File: src/rtl/updown_counter.sv
// Up/down counter with wrap, saturate and one-shot modes; count/tc/sat/halted registered, one edge latency.
// Optional prescaler under `COUNTER_PRESCALE_EN` adds the psc port; no backpressure.
module updown_counter #(
  parameter int WIDTH = 8,
  parameter int PSC_W = 4
) (
  input  logic             clk,
  input  logic             rst,
  input  logic             en,
  input  logic             ld,
  input  logic [WIDTH-1:0] v,
  input  logic             dir,
  input  logic [1:0]       mode,
  input  logic [WIDTH-1:0] limit,
`ifdef COUNTER_PRESCALE_EN
  input  logic [PSC_W-1:0] psc,
`endif
  output logic [WIDTH-1:0] count,
  output logic             tc,
  output logic             sat,
  output logic             halted
);

  typedef enum logic {ST_RUN, ST_HALT} state_t;

  if (PSC_W < 1) begin : g_psc_chk
    $error("PSC_W must be at least 1");
  end

  state_t           r_state;
  logic [WIDTH-1:0] r_count;
  logic             r_tc;
  logic             r_sat;
  logic             r_halted;

  logic             w_tick;
  logic             w_term;
  logic             w_step;
  logic             w_is_sat;
  logic             w_is_os;
  logic [WIDTH-1:0] w_next;
  logic [WIDTH-1:0] w_wrap_val;

`ifdef COUNTER_PRESCALE_EN
  logic [PSC_W-1:0] r_div;
  assign w_tick = (r_div == psc);
`else
  assign w_tick = 1'b1;
`endif

  assign w_term     = dir ? (r_count >= limit) : (r_count == '0);
  assign w_step     = en & w_tick & (r_state == ST_RUN);
  assign w_is_sat   = (mode == 2'b01);
  assign w_is_os    = (mode == 2'b10);
  assign w_next     = dir ? (r_count + WIDTH'(1)) : (r_count - WIDTH'(1));
  assign w_wrap_val = dir ? '0 : limit;

  always_ff @(posedge clk) begin
    if (rst) begin
      r_state  <= ST_RUN;
      r_count  <= '0;
      r_tc     <= 1'b0;
      r_sat    <= 1'b0;
      r_halted <= 1'b0;
`ifdef COUNTER_PRESCALE_EN
      r_div    <= '0;
`endif
    end else if (ld) begin
      r_state  <= ST_RUN;
      r_count  <= v;
      r_tc     <= 1'b0;
      r_sat    <= 1'b0;
      r_halted <= 1'b0;
`ifdef COUNTER_PRESCALE_EN
      r_div    <= '0;
`endif
    end else begin
      r_tc <= 1'b0;
`ifdef COUNTER_PRESCALE_EN
      if (en) begin
        r_div <= w_tick ? '0 : (r_div + PSC_W'(1));
      end
`endif
      if (r_state == ST_HALT) begin
        // Frozen until ld/rst: mode and en are deliberately ignored here.
        r_sat    <= 1'b0;
        r_halted <= 1'b1;
      end else begin
        r_sat <= w_is_sat & w_term;
        if (w_step) begin
          if (!w_term) begin
            r_count <= w_next;
          end else if (w_is_sat) begin
            r_tc <= ~r_sat;
          end else begin
            r_count <= w_wrap_val;
            r_tc    <= 1'b1;
            if (w_is_os) begin
              r_state  <= ST_HALT;
              r_halted <= 1'b1;
            end
          end
        end
      end
    end
  end

  assign count  = r_count;
  assign tc     = r_tc;
  assign sat    = r_sat;
  assign halted = r_halted;

endmodule

File: config.mk
export PLATFORM = sky130hd
export DESIGN_NAME = updown_counter
export DESIGN_NICKNAME = d
export VERILOG_FILES = /design/src/rtl/updown_counter.sv
export SDC_FILE = /design/constraint.sdc
export NUM_CORES = 1
export LEC_CHECK = 0
export BUFFER_PORTS_ARGS = -buffer_cell sky130_fd_sc_hd__buf_2
export CAP_MARGIN = 25
export CORE_MARGIN = 4
export CORE_UTILIZATION = 52
export DETAILED_ROUTE_END_ITERATION = 12
export PLACE_DENSITY = 0.86
export SLEW_MARGIN = 20
export SYNTH_ARGS = -nofsm -noshare
export SYNTH_HDL_FRONTEND = slang
export SYNTH_SLANG_ARGS = --single-unit
export TNS_END_PERCENT = 20
File: constraint.sdc
create_clock -name clk -period 2.7 [get_ports clk]
set_input_delay 0.54 -clock clk [delete_from_list [all_inputs] [get_ports clk]]
set_output_delay 0.54 -clock clk [all_outputs]
set_load 0.02 [all_outputs]
==> impl_metrics.yaml, run 1 <==
run_status:
  outcome: "finished clean"
synthesis:
  ys_seq_elements: 12
  ys_seq_area_share_pct: 19.4
  ys_warn_count: 0
  synth_area_mm2: 0.00124
  async_flop_share_pct: 0
  syn_nets: 182
  syn_area_per_cell_um2: 8.61
  synth_flop_cell: "dfxtp_1"
  synth_cell_types: 50
  postSynthCellCount: 144
  synth_edf_count: 0
hold_path:
  min_path_type: "reg -> reg"
global_route:
  grt_pass1_vias: 1253
  grt_max_degree: 14
  grtUsageTotal_pct: 22.8
  grt_overflow: 0
  antenna_found_initial: 0
  grt_first_pass_wirelength_um: 5810
layout:
  syn_to_final_growth_pct: 18.7
  nNetsFinal: 219
  antenna_cells: 0
  layout_commonest_cell: "buf_2"
  drive_above_1_share_pct: 31.1
  final_cell_mix: "buf_2, inv_1, ha_1, a21oi_1, dfxtp_1"
worst_setup_path:
  crit_chain: "inv_1 > ha_1 > or3b_1 > o2111ai_2 > nand3_1 > nand2_1 > o2111ai_1 > a311oi_2"
  path_class: "reg -> reg"
  critical_path_buf_inv_count: 1
  required_ns: 2.90
  start_kind: "register"
  crit_family: "simple AND/OR/NAND/NOR gates"
  crit_path_end_kind: "register"
  cp.arrival_ns: 2.57
  slowest_delay_ns: 0.51
  r2r_slack_ns: 0.33
  crit_path_max_fanout: 7
  slowest_stage: "dfxtp_1"
clocking:
  numCtsBuffers: 3
  clock_sinks: 12
  cts_root_buffer: "clkbuf_4"
  hold_buffers: 0
  clock_latency_ns: 0.29
  cts_max_level: 1
  clk_pin_slew_worst_paths_ns: 0.08
  clock_path_buffers: 2
  postCtsSetupRepairBufs: 0
  cts_tree: "done"
  cts-resized-gates: 0
floorplan:
  die_w_um: 56.8
  die_area_mm2: 0.00323
  rows: 17
  ios: 34
  start_util_pct: 55.5
  core_mm2: 0.00223
  die_h_um: 56.8
route:
  final_antenna_net_count: 0
  routed-via-count: 1332
  vias_per_cell: 6.40
  wl_um: 3510
  drt_iter0_drc: 68
  drc: 0
  wl_per_cell_um: 16.9
  drtPass1Iterations: 4
sta:
  relSlewSlack_pct: 72.6
  timing.fmax_ghz: 0.422
  setup_ws_ns: 0.332
  min_period_ns: 2.37
  worstMarginPinSlew_ns: 0.408
  rsz0062_at_grt: "no"
  clock_skew_ns: 0.00463
  finalSetupViolCount: 0
  fin_crit_sh_pct: 87.7
  slew_viol_final: 0
  final_hold_viol_count: 0
  fin_tns_setup_ns: 0
power_and_ir_drop:
  power_density_mw_per_mm2: 476
  ir_worst_vdd_mv: 0.339
  leakagePower_nw: 0.667
placed_design:
  dp_worst_setup_slack_ns: 0.232
  port_buffers: 33
  place.gp.congestion: 0.947
  dp_hpwl_um: 2770
job:
  max_cap_viol_count: 0
==> metrics by stage <==
stage	hold WS (ns)	instances	power, mW	utilization [%]	cell area (µm²)
CTS	0.454	208	0.702	65.9	1470
detailed placement	0.442	204	0.550	64.3	1440
floorplan	0.416	144	0.459	-	1240
global route	0.467	208	0.747	65.9	1470
finish	0.451	208	0.700	65.9	1470
global placement	0.431	204	0.540	64.3	1440
==> metal layers <==
metal | routed length, µm | up-vias | GRT usage [%]
met5 | 0 | - | 0
met3 | 352 | 8 | 2.30
met4 | 70 | 0 | 10.6
li1 | - | 636 | -
met1 | 1490 | 615 | 31.0
met2 | 1610 | 73 | 35.8
==> synth_stat cells (all sizes together), types with 2 or more instances <==
master    n  area, µm²
a211oi    6       55.1
a21o      2       15.0
a21oi    15       86.3
a221oi    2       23.8
a311oi    2       30.0
a31oi     3       18.8
buf       2       16.3
dfxtp    12        240
ha       14        175
inv      14       52.6
nand2     8       30.0
nand2b    3       18.8
nand3     4       20.0
nor2      9       41.3
nor4      6       50.0
o2111a    2       22.5
o2111ai   4       41.3
o211ai    3       36.3
o21ai     7       35.0
o32ai     3       33.8
xnor2     2       17.5
xor2      2       17.5
==> flip-flops by register name, indices dropped and copies added, names as in the netlist <==
name / count
count: 8
halted: 1
r_state: 1
sat: 1
tc: 1
==> report_power, final <==
group | switching [mW] | leakage (nW) | internal, mW | total (mW)
Clock | 0.0657 | 0.0210 | 0.0822 | 0.148
Sequential | 0.0315 | 0.0988 | 0.192 | 0.224
Combinational | 0.190 | 0.547 | 0.139 | 0.328
Total | 0.287 | 0.667 | 0.413 | 0.700
==> area by class of cell <==
class / instances / area [µm²]
Clock buffer: 4 / 36.3
Fill cell: 195 / 762
Inverter: 15 / 56.3
Multi-Input combinational cell: 114 / 923
Sequential cell: 12 / 240
Tap cell: 28 / 35.0
Timing Repair Buffer: 35 / 180
==> cell families (layout without fill, tap and decap cells) <==
group	count (synthesis)	in the layout	share of synthesized area [%]
AO/OA/AOI/OAI	57	57	37.7
XOR/XNOR	4	4	2.83
adder cells (fa/ha/maj)	15	15	15.7
buffers and inverters	18	54	6.15
flip-flops	12	12	19.4
multiplexers	1	1	0.807
AND/OR/NAND/NOR	37	37	17.4
==> worst register-to-register path, cell delays in order, from the launching register on <==
cell and delay [ns]:
dfxtp_1 0.51, inv_1 0.12, ha_1 0.28, or3b_1 0.36, o2111ai_2 0.11, nand3_1 0.17, nand2_1 0.26, o2111ai_1 0.19
a311oi_2 0.29
==> final timing paths <==
kind / cells past startpoint / end / from
setup / recovery: 8 / count[4] / count[0]
hold / removal: 2 / halted / halted
setup reg to reg: 8 / count[4] / count[0]
hold reg to reg: 2 / halted / halted
(Power assumes the default switching activity.)
==> run 2: changes to the inputs <==
--- a/config.mk
+++ b/config.mk
@@ -5,7 +5,7 @@
 export SDC_FILE = /design/constraint.sdc
 export NUM_CORES = 1
 export LEC_CHECK = 0
-export BUFFER_PORTS_ARGS = -buffer_cell sky130_fd_sc_hd__buf_2
+export BUFFER_PORTS_ARGS = -buffer_cell sky130_fd_sc_hd__buf_4
 export CAP_MARGIN = 25
 export CORE_MARGIN = 4
 export CORE_UTILIZATION = 52
==> constraint.sdc (replaced) <==
create_clock -name clk -period 2.7 [get_ports clk]
set_input_delay 0.405 -clock clk [delete_from_list [all_inputs] [get_ports clk]]
set_output_delay 0.405 -clock clk [all_outputs]
set_load 0.02 [all_outputs]
==> run 2 against run 1 <==
Against the previous run:
- power grew 1.6%
- global-route usage rose by 0.058 points
- critical path depth is 2 lower
- design area rose by 5.1%
- first-iteration DRC count down 34%
- largest cell class unchanged
- highest routed layer unchanged
==> impl_metrics.yaml, run 2 (synthesis results as in run 1) <==
placed_design:
  place.gp.congestion: 0.921
  port_buffers: 33
  dp_worst_setup_slack_ns: 0.169
  dpl-instance-area_mm2: 0.00151
  dp_hpwl_um: 2970
  dp_cells: 203
sta:
  fin_tns_setup_ns: 0
  clock_skew_ns: 0.00135
  slew_viol_final: 0
  relSlewSlack_pct: 68.6
  timing.fmax_ghz: 0.433
  final_hold_viol_count: 0
  fin_crit_sh_pct: 85.5
  worstMarginPinSlew_ns: 0.466
  min_period_ns: 2.31
  setup_ws_ns: 0.391
  whs_ns: 0.357
  finalSetupViolCount: 0
  rsz0062_at_grt: "no"
floorplan:
  core_mm2: 0.00223
  die_w_um: 56.8
  die_h_um: 56.8
  start_util_pct: 55.5
  ios: 34
  rows: 17
  die_area_mm2: 0.00323
worst_setup_path:
  endpoint: "count[4]"
  start_kind: "register"
  crit_path_max_fanout: 7
  reg2reg_depth: 6
  crit_start: "count[3]"
  cp.arrival_ns: 2.50
  rr_endpoint: "count[4]"
  r2r-start: "count[3]"
  crit_path_end_kind: "register"
  r2r_slack_ns: 0.39
  path_class: "reg -> reg"
  required_ns: 2.89
global_route:
  grt_max_degree: 14
  antenna_found_initial: 0
  grtUsageTotal_pct: 22.8
  grt_first_pass_wirelength_um: 5800
  grt_overflow: 0
  grt_pass1_vias: 1256
route:
  vias_per_cell: 6.19
  wl_per_cell_um: 17.7
  drtPass1Iterations: 4
  final_antenna_net_count: 0
  drc: 0
  routed-via-count: 1282
  drt_iter0_drc: 45
  wl_um: 3660
layout:
  postLayoutCellArea_mm2: 0.00155
  final_cell_mix: "buf_4, inv_1, ha_1, a21oi_1, dfxtp_1"
  nNetsFinal: 218
  final_util_pct: 69.2
  syn_to_final_growth_pct: 24.7
  layout_commonest_cell: "buf_4"
  fillCellCount: 193
  fin_cells: 207
  largest_reg_flops: 8
  antenna_cells: 0
  drive_above_1_share_pct: 30.7
power_and_ir_drop:
  power_mw: 0.712
  leakagePower_nw: 0.684
  power_density_mw_per_mm2: 460
  ir_worst_vdd_mv: 0.374
hold_path:
  min_path_cells: 2
  worstHoldStart: "rst"
  min_path_type: "in -> reg"
clocking:
  cts-resized-gates: 0
  clk_pin_slew_worst_paths_ns: 0.07
  cts_tree: "done"
  clock_sinks: 12
  clock_path_buffers: 2
  postCtsSetupRepairBufs: 0
  numCtsBuffers: 3
  cts_max_level: 1
  hold_buffers: 0
  clock_latency_ns: 0.27
  cts_root_buffer: "clkbuf_4"
run_status:
  outcome: "finished clean"
job:
  max_cap_viol_count: 0
==> run 2: layout make-up <==
class	instances	area [µm²]	share of cell area, %
Clock buffer	4	36.3	2.35
Multi-Input combinational cell	114	923	59.7
Tap cell	28	35.0	2.27
Timing Repair Buffer	34	255	16.5
Sequential cell	12	240	15.5
Inverter	15	56.3	3.64
==> run 2: report_power, final <==
group          internal (mW)  switching (mW)  leakage (nW)
sequential             0.192          0.0294        0.0988
combinational          0.155           0.193         0.564
clock                 0.0820          0.0595        0.0210
total                  0.430           0.282         0.684
==> run 2: critical path, cell delays in order (launching register included) <==
cell       delay, ns
dfxtp_1         0.48
ha_1            0.32
a211oi_1        0.42
nand3_1         0.23
nand2_1         0.31
o2111ai_1       0.18
a311oi_2        0.28
==> run 2: per-layer routing <==
metal / track usage [%] / up-vias / routed length, µm
met1: 31.3 / 592 / 1640
met5: 0 / - / 0
met3: 4.14 / 11 / 229
met4: 9.27 / 0 / 72
met2: 35.0 / 49 / 1710
li1: - / 630 / -
==> run 2: worst min path at each step <==
stage | endpoint | slack (ns)
after floorplan | sat | 0.42
after global routing | count[2] | 0.35
final | count[2] | 0.36
after global placement | halted | 0.43
after detailed placement | halted | 0.44
after CTS | count[2] | 0.36
